## src/rtl/vliw_pkg.sv

```systemverilog
// rtl/vliw_pkg.sv - bundle geometry, address/instruction/bundle types and pc alignment helper
package vliw_pkg;
  localparam int SLOTS        = 4;
  localparam int INSN_W       = 32;
  localparam int ADDR_W       = 32;
  localparam int BUNDLE_W     = SLOTS * INSN_W;
  localparam int BUNDLE_BYTES = BUNDLE_W / 8;

  typedef logic [ADDR_W-1:0] addr_t;
  typedef logic [INSN_W-1:0] insn_t;
  typedef insn_t [SLOTS-1:0] bundle_t;

  localparam addr_t BUNDLE_INC = addr_t'(BUNDLE_BYTES);

  function automatic addr_t align_pc(addr_t a);
    return a & ~(BUNDLE_INC - addr_t'(1));
  endfunction
endpackage

```

## src/rtl/vliw_fetch_if.sv

```systemverilog
// rtl/vliw_fetch_if.sv - imem request/response, redirect and bundle handshake signals of the fetch stage
interface vliw_fetch_if;
  import vliw_pkg::*;

  logic    imem_req;
  addr_t   imem_addr;
  logic    imem_gnt;
  logic    imem_rvalid;
  bundle_t imem_rdata;
  logic    redirect_valid;
  addr_t   redirect_pc;
  logic    bundle_valid;
  logic    bundle_ready;
  bundle_t bundle_data;
  addr_t   bundle_pc;

  modport master (
    output imem_req, imem_addr, bundle_valid, bundle_data, bundle_pc,
    input  imem_gnt, imem_rvalid, imem_rdata, redirect_valid, redirect_pc, bundle_ready
  );

  modport slave (
    input  imem_req, imem_addr, bundle_valid, bundle_data, bundle_pc,
    output imem_gnt, imem_rvalid, imem_rdata, redirect_valid, redirect_pc, bundle_ready
  );
endinterface

```

## src/rtl/vliw_fetch_fifo.sv

```systemverilog
// rtl/vliw_fetch_fifo.sv - synchronous bundle+pc FIFO with flush and occupancy count
module vliw_fetch_fifo #(
  parameter int DEPTH  = 4,
  parameter int DATA_W = 128,
  parameter int PC_W   = 32
) (
  input  logic                   clk,
  input  logic                   rst,
  input  logic                   flush,
  input  logic                   push,
  input  logic [DATA_W-1:0]      push_data,
  input  logic [PC_W-1:0]        push_pc,
  input  logic                   pop,
  output logic [DATA_W-1:0]      head_data,
  output logic [PC_W-1:0]        head_pc,
  output logic                   empty,
  output logic [$clog2(DEPTH):0] count
);
  localparam int PW = $clog2(DEPTH);

  logic [DATA_W-1:0] mem_data [DEPTH];
  logic [PC_W-1:0]   mem_pc   [DEPTH];
  logic [PW-1:0]     wr_ptr, rd_ptr;

  // DEPTH is a power of two, so pointers wrap without compare logic
  always_ff @(posedge clk) begin
    if (rst || flush) begin
      wr_ptr <= '0;
      rd_ptr <= '0;
      count  <= '0;
    end else begin
      if (push) wr_ptr <= wr_ptr + 1'b1;
      if (pop)  rd_ptr <= rd_ptr + 1'b1;
      if (push && !pop)      count <= count + 1'b1;
      else if (pop && !push) count <= count - 1'b1;
    end
  end

  always_ff @(posedge clk) begin
    if (push) begin
      mem_data[wr_ptr] <= push_data;
      mem_pc[wr_ptr]   <= push_pc;
    end
  end

  assign head_data = mem_data[rd_ptr];
  assign head_pc   = mem_pc[rd_ptr];
  assign empty     = (count == '0);
endmodule

```

## src/rtl/vliw_fetch.sv

```systemverilog
// rtl/vliw_fetch.sv - VLIW bundle fetch: pc, credit-limited imem requests, bundle FIFO, redirect flush
// VLIW_FETCH_PERF_EN adds saturating stall and flush counters.
module vliw_fetch
  import vliw_pkg::*;
#(
  parameter int    FIFO_DEPTH = 4,
  parameter addr_t RESET_PC   = '0
) (
  input  logic         clk,
  input  logic         rst,
  vliw_fetch_if.master bus
`ifdef VLIW_FETCH_PERF_EN
  ,
  output logic [31:0]  perf_stall_cnt,
  output logic [31:0]  perf_flush_cnt
`endif
);
  localparam int CW = $clog2(FIFO_DEPTH) + 1;
  localparam logic [CW:0] DEPTH_C = (CW+1)'(FIFO_DEPTH);

  logic          rst_q;
  addr_t         pc, resp_pc;
  logic [CW-1:0] outstanding, outstanding_nxt, drop, fifo_count;
  logic [CW:0]   credit_used;
  logic          fire, discard, push, pop, fifo_empty;
  logic [BUNDLE_W-1:0] head_data;
  addr_t         head_pc;

  // every in-flight or buffered bundle holds a FIFO slot, so responses never overflow
  assign credit_used  = {1'b0, outstanding} + {1'b0, fifo_count};
  assign bus.imem_req = !rst_q && (credit_used < DEPTH_C) && !bus.redirect_valid;
  assign bus.imem_addr = pc;

  assign fire    = bus.imem_req && bus.imem_gnt;
  assign discard = bus.imem_rvalid && (drop != '0);
  assign push    = bus.imem_rvalid && (drop == '0) && !bus.redirect_valid;
  assign pop     = bus.bundle_valid && bus.bundle_ready;

  always_comb begin
    outstanding_nxt = outstanding;
    if (fire && !bus.imem_rvalid)      outstanding_nxt = outstanding + 1'b1;
    else if (!fire && bus.imem_rvalid) outstanding_nxt = outstanding - 1'b1;
  end

  // resp_pc tracks the address of the oldest response that will be kept
  always_ff @(posedge clk) begin
    rst_q <= rst;
    if (rst) begin
      pc          <= RESET_PC;
      resp_pc     <= RESET_PC;
      outstanding <= '0;
      drop        <= '0;
    end else begin
      outstanding <= outstanding_nxt;
      if (bus.redirect_valid) begin
        pc      <= align_pc(bus.redirect_pc);
        resp_pc <= align_pc(bus.redirect_pc);
        drop    <= outstanding_nxt;
      end else begin
        if (fire)    pc      <= pc + BUNDLE_INC;
        if (push)    resp_pc <= resp_pc + BUNDLE_INC;
        if (discard) drop    <= drop - 1'b1;
      end
    end
  end

  vliw_fetch_fifo #(
    .DEPTH  (FIFO_DEPTH),
    .DATA_W (BUNDLE_W),
    .PC_W   (ADDR_W)
  ) u_fifo (
    .clk       (clk),
    .rst       (rst),
    .flush     (bus.redirect_valid),
    .push      (push),
    .push_data (bus.imem_rdata),
    .push_pc   (resp_pc),
    .pop       (pop),
    .head_data (head_data),
    .head_pc   (head_pc),
    .empty     (fifo_empty),
    .count     (fifo_count)
  );

  assign bus.bundle_valid = !fifo_empty;
  assign bus.bundle_data  = fifo_empty ? '0 : head_data;
  assign bus.bundle_pc    = fifo_empty ? '0 : head_pc;

`ifdef VLIW_FETCH_PERF_EN
  logic [31:0] flush_inc;
  logic [32:0] flush_sum;

  // a redirect discards buffered entries not popped this cycle plus any response arriving now
  always_comb begin
    flush_inc = '0;
    if (bus.redirect_valid) flush_inc = 32'(fifo_count) - 32'(pop) + 32'(bus.imem_rvalid);
    else if (discard)       flush_inc = 32'd1;
  end
  assign flush_sum = {1'b0, perf_flush_cnt} + {1'b0, flush_inc};

  always_ff @(posedge clk) begin
    if (rst) begin
      perf_stall_cnt <= '0;
      perf_flush_cnt <= '0;
    end else begin
      if (!bus.bundle_valid && bus.bundle_ready && perf_stall_cnt != '1)
        perf_stall_cnt <= perf_stall_cnt + 32'd1;
      perf_flush_cnt <= flush_sum[32] ? '1 : flush_sum[31:0];
    end
  end
`endif

  rvalid_needs_outstanding: assert property (@(posedge clk) disable iff (rst)
    bus.imem_rvalid |-> (outstanding != '0));
  drop_within_outstanding: assert property (@(posedge clk) disable iff (rst)
    drop <= outstanding);
endmodule

```

## src/flat_wrapper.sv

```systemverilog
// flat-port wrapper written by rule: the top's interface ports become plain ports
module vliw_fetch_flat import vliw_pkg::*;
#(
  parameter int    FIFO_DEPTH = 4,
  parameter addr_t RESET_PC   = '0
)
  (clk, rst, bus_imem_req, bus_imem_addr, bus_bundle_valid, bus_bundle_data, bus_bundle_pc, bus_imem_gnt, bus_imem_rvalid, bus_imem_rdata, bus_redirect_valid, bus_redirect_pc, bus_bundle_ready);
  vliw_fetch_if bus_i ();
  input  logic clk;
  input  logic rst;
  output wire logic [$bits(bus_i.imem_req)-1:0] bus_imem_req;
  output wire logic [$bits(bus_i.imem_addr)-1:0] bus_imem_addr;
  output wire logic [$bits(bus_i.bundle_valid)-1:0] bus_bundle_valid;
  output wire logic [$bits(bus_i.bundle_data)-1:0] bus_bundle_data;
  output wire logic [$bits(bus_i.bundle_pc)-1:0] bus_bundle_pc;
  input wire logic [$bits(bus_i.imem_gnt)-1:0] bus_imem_gnt;
  input wire logic [$bits(bus_i.imem_rvalid)-1:0] bus_imem_rvalid;
  input wire logic [$bits(bus_i.imem_rdata)-1:0] bus_imem_rdata;
  input wire logic [$bits(bus_i.redirect_valid)-1:0] bus_redirect_valid;
  input wire logic [$bits(bus_i.redirect_pc)-1:0] bus_redirect_pc;
  input wire logic [$bits(bus_i.bundle_ready)-1:0] bus_bundle_ready;
  assign bus_imem_req = bus_i.imem_req;
  assign bus_imem_addr = bus_i.imem_addr;
  assign bus_bundle_valid = bus_i.bundle_valid;
  assign bus_bundle_data = bus_i.bundle_data;
  assign bus_bundle_pc = bus_i.bundle_pc;
  assign bus_i.imem_gnt = bus_imem_gnt;
  assign bus_i.imem_rvalid = bus_imem_rvalid;
  assign bus_i.imem_rdata = bus_imem_rdata;
  assign bus_i.redirect_valid = bus_redirect_valid;
  assign bus_i.redirect_pc = bus_redirect_pc;
  assign bus_i.bundle_ready = bus_bundle_ready;
  vliw_fetch #(.FIFO_DEPTH(FIFO_DEPTH), .RESET_PC(RESET_PC)) u_core (.clk(clk), .rst(rst), .bus(bus_i));
endmodule
```

## config.mk

```make
export PLATFORM = sky130hd
export DESIGN_NAME = vliw_fetch_flat
export DESIGN_NICKNAME = d
export VERILOG_FILES = /design/src/rtl/vliw_pkg.sv /design/src/rtl/vliw_fetch_if.sv /design/src/rtl/vliw_fetch_fifo.sv /design/src/rtl/vliw_fetch.sv /design/src/flat_wrapper.sv
export SDC_FILE = /design/constraint.sdc
export NUM_CORES = 1
export LEC_CHECK = 0
export BUFFER_PORTS_ARGS = -buffer_cell sky130_fd_sc_hd__buf_2
export CAP_MARGIN = 20
export CORE_ASPECT_RATIO = 1.1
export CORE_UTILIZATION = 55
export DETAILED_ROUTE_END_ITERATION = 7
export PLACE_DENSITY = 0.73
export SETUP_SLACK_MARGIN = 0.5
export SYNTH_ARGS = -nofsm -noshare
export SYNTH_HDL_FRONTEND = slang
export SYNTH_HIERARCHICAL = 1
export SYNTH_SLANG_ARGS = --single-unit
```

## constraint.sdc

```tcl
create_clock -name clk -period 9.3 [get_ports clk]
set_input_delay 0.93 -clock clk [delete_from_list [all_inputs] [get_ports clk]]
set_output_delay 0.93 -clock clk [all_outputs]
set_load 0.005 [all_outputs]
```

==> run metrics <==
post-route minimum period=4.07 ns; Hold Vio Cnt, Final=0; CP Launch Point=u_core/u_fifo/count[0]$_SDFFE_PP0P_; top cells by count, synth=edfxtp_1, nor2b_1, mux4_2; router iterations before antenna repair=5; Compound-Gate Fraction of Synth Area=2.33%; Cell Pwr Density=209 nW/um2; Critical Path RT=8.37 ns; average wire per standard cell=22.3 um; Worst Hold Class=register to register; fin. max-slew vios=0; Mapped Cells=1501; fraction of registers with async set/reset=0%; period utilization=43.7%; Avg Synthesized Cell Area=18.8 um2; status=finished clean; part of the Yosys area used for sequential elements=73.2%; DR vias/cell=5.76; xor/xnor share of the synthesized area=1.33%; cell mode on critical path=buf_4; PortBufs=351; number of setup buffers added after CTS=0; row count=86; Resize count post-CTS=0; first-pass GRT wire length=87900 um; Placeable Area=50400 um2; Mapped Area=28200 um2; Area after DPL=30600 um2; post-route DRC violation count=0; GP Congestion=0.870; Main synth FF type=edfxtp_1; width of the die=218 um; RSZ-0062 raised after global routing=no; vias in the first global route=15300; Synth Warn #=6; clk buf depth=3; GRT Total Usage=22.3%; Reg clk slew, reported paths=0.06 ns; Yosys reg bits=712; cell at the root of the clock tree=clkbuf_16; layout cells sized above 1=33.7%; Initial Utilization=56.1%; die area=52200 um2; peak supply drop=0.150 mV; crit path DAT=3.14 ns; TritonCTS Buffers=71; Post-CTS Hold Buffers=0; Yosys top cell area share=68.1%; clk sinks=712; Leak=11.3 nW; area leader, netlist=edfxtp_1; CP Launch Type=register; DRT iter0 DRCs=1099; Routed WL=57900 um; Slew HR=29.8%; multiplexer area fraction after synthesis=13.3%; Post-Route Utilization=65.3%; cells along the critical path=nor3_2, buf_4, buf_4, nor2b_1, buf_2; initial antenna violation count=4; Slowest-stage cell, CP=buf_4; largest net degree at the start of global routing=73; Hold Crit Start=u_core/resp_pc[31]$_SDFFE_PP0P_; final setup fails=0; Post-synth EDFFs=640; Setup Crit Path Kind=register to primary output; Final nets=2057; P_int=0.00541 W; P&R area growth vs syn=16.6%; Simple-Gate Fraction of Synth Area=7.16%; Vias=14900; Max Cap Violations=0; grt total ovfl=0; P_sw=0.00145 W; Total Power=0.00686 W; worst path bufs/invs=3; largest family of logic cells by synthesized area=multiplexers; Worst path max stage delay=0.79 ns; CP max FO=72; Unique masters post-synth=63; die height=240 um; HPWL Detailed=34000 um; Crit. End Element=primary output; Setup TNS=0 ns; Top delay family on crit path=buffers and inverters; design area=32900 um2; reg-to-reg startpoint=u_core/drop[0]$_SDFFE_PP0P_; switch share=21.2%; Comb pwr share=7.0%; Clock Power Share=40.5%; DRT antenna net count=0; CTS H-tree lvls=3; worst hold slack=0.538 ns; Synth Area in Adders=0.647%; Fmax=0.246 GHz; Area contributors post-synth=edfxtp_1, mux4_2, dfxtp_1; CTS tree=built; post-route clock skew=0.0285 ns; worst slew pin tran=1.05 ns; IO Pins=360; Flop pwr share=52.5%; worst-skew pair later-pin latency=0.60 ns; most instantiated library cell after synthesis=edfxtp_1
worst register-to-register path, stage by stage, from the launching register on:
cell      delay [ns]
dfxtp_1         0.32
inv_1           0.08
ha_1            0.22
nand3b_1        0.26
nor2_1          0.49
and2_4          0.80
buf_4           0.88
flip-flops by register name, summed over array words and instances, names as in the netlist, named ones only:
| name | cells |
|---|---|
| u_core/u_fifo/mem_data | 512 |
| u_core/u_fifo/wr_ptr | 2 |
| u_core/rst_q | 1 |
| u_core/u_fifo/mem_pc | 128 |
| u_core/u_fifo/rd_ptr | 2 |
| u_core/resp_pc | 28 |
| u_core/outstanding | 3 |
| u_core/drop | 3 |
| u_core/u_fifo/count | 3 |
| u_core/bus.imem_addr | 28 |
power groups by stage:
stage | Clock [W] | Combinational (W) | Sequential, W
6_report | 0.00278 | 0.000480 | 0.00360
3_3_place_gp | 0 | 0.000473 | 0.00367
4_1_cts | 0.00283 | 0.000485 | 0.00361
5_1_grt | 0.00295 | 0.000527 | 0.00361
3_5_place_dp | 0 | 0.000482 | 0.00367
2_1_floorplan | 0 | 0.000271 | 0.00366
cell families (layout without fill, tap and decap cells):
kind of cell | Yosys count | after routing
compound gates | 101 | 101
xor+xnor | 43 | 43
fa+ha+maj | 14 | 14
buf+inv | 116 | 524
flops | 712 | 712
mux | 174 | 174
other cells | 1 | 24
simple gates | 340 | 340
per-stage QoR:
| stage | setup slack, ns | std cells |
|---|---|---|
| after floorplan | 3.24 | 1520 |
| after global placement | 5.28 | 2463 |
| after detailed placement | 5.22 | 2463 |
| after CTS | 4.76 | 2587 |
| after global routing | 5.01 | 2590 |
| final | 5.23 | 2592 |
final timing paths:
kind | end | slack, ns | depth (start not counted)
setup / recovery | bus_bundle_data[72] | 5.23 | 5
hold / removal | u_core/u_fifo/mem_pc[0][31]$_DFFE_PP_ | 0.54 | 0
setup reg to reg | u_core/u_fifo/mem_data[2][92]$_DFFE_PP_ | 5.79 | 6
hold reg to reg | u_core/u_fifo/mem_pc[0][31]$_DFFE_PP_ | 0.54 | 0
routing by layer:
metal / share of wire (%) / vias up / GRT usage, %
met5: 0.014 / - / 0
met4: 1.8 / 2 / 7.35
met3: 6.2 / 65 / 4.22
met2: 52 / 523 / 37.8
met1: 40 / 7698 / 29.1
li1: - / 6646 / -
placed cells by master, fill, tap and decap left out, types with 15 or more instances in the layout:
master     instances
inv_1             29
a21oi_1           30
nor2_1            37
dfxtp_1           70
xnor2_1           15
buf_4             17
mux4_2           160
nand2_1           33
conb_1            20
xor2_1            28
nand4_1           27
buf_2            351
nor2b_1          162
edfxtp_1         640
clkbuf_16         75
nand3_1           22
layout make-up:
cell class	count	area [um2]
clock inverter	31	294
timing repair buffer	370	1930
tap	660	826
antenna	4	10.0
fill	3417	17500
multi-input combinational	692	7070
clock buffer	93	1980
sequential	712	20700
inverter	30	113
Power figures use the tool's default switching activity.
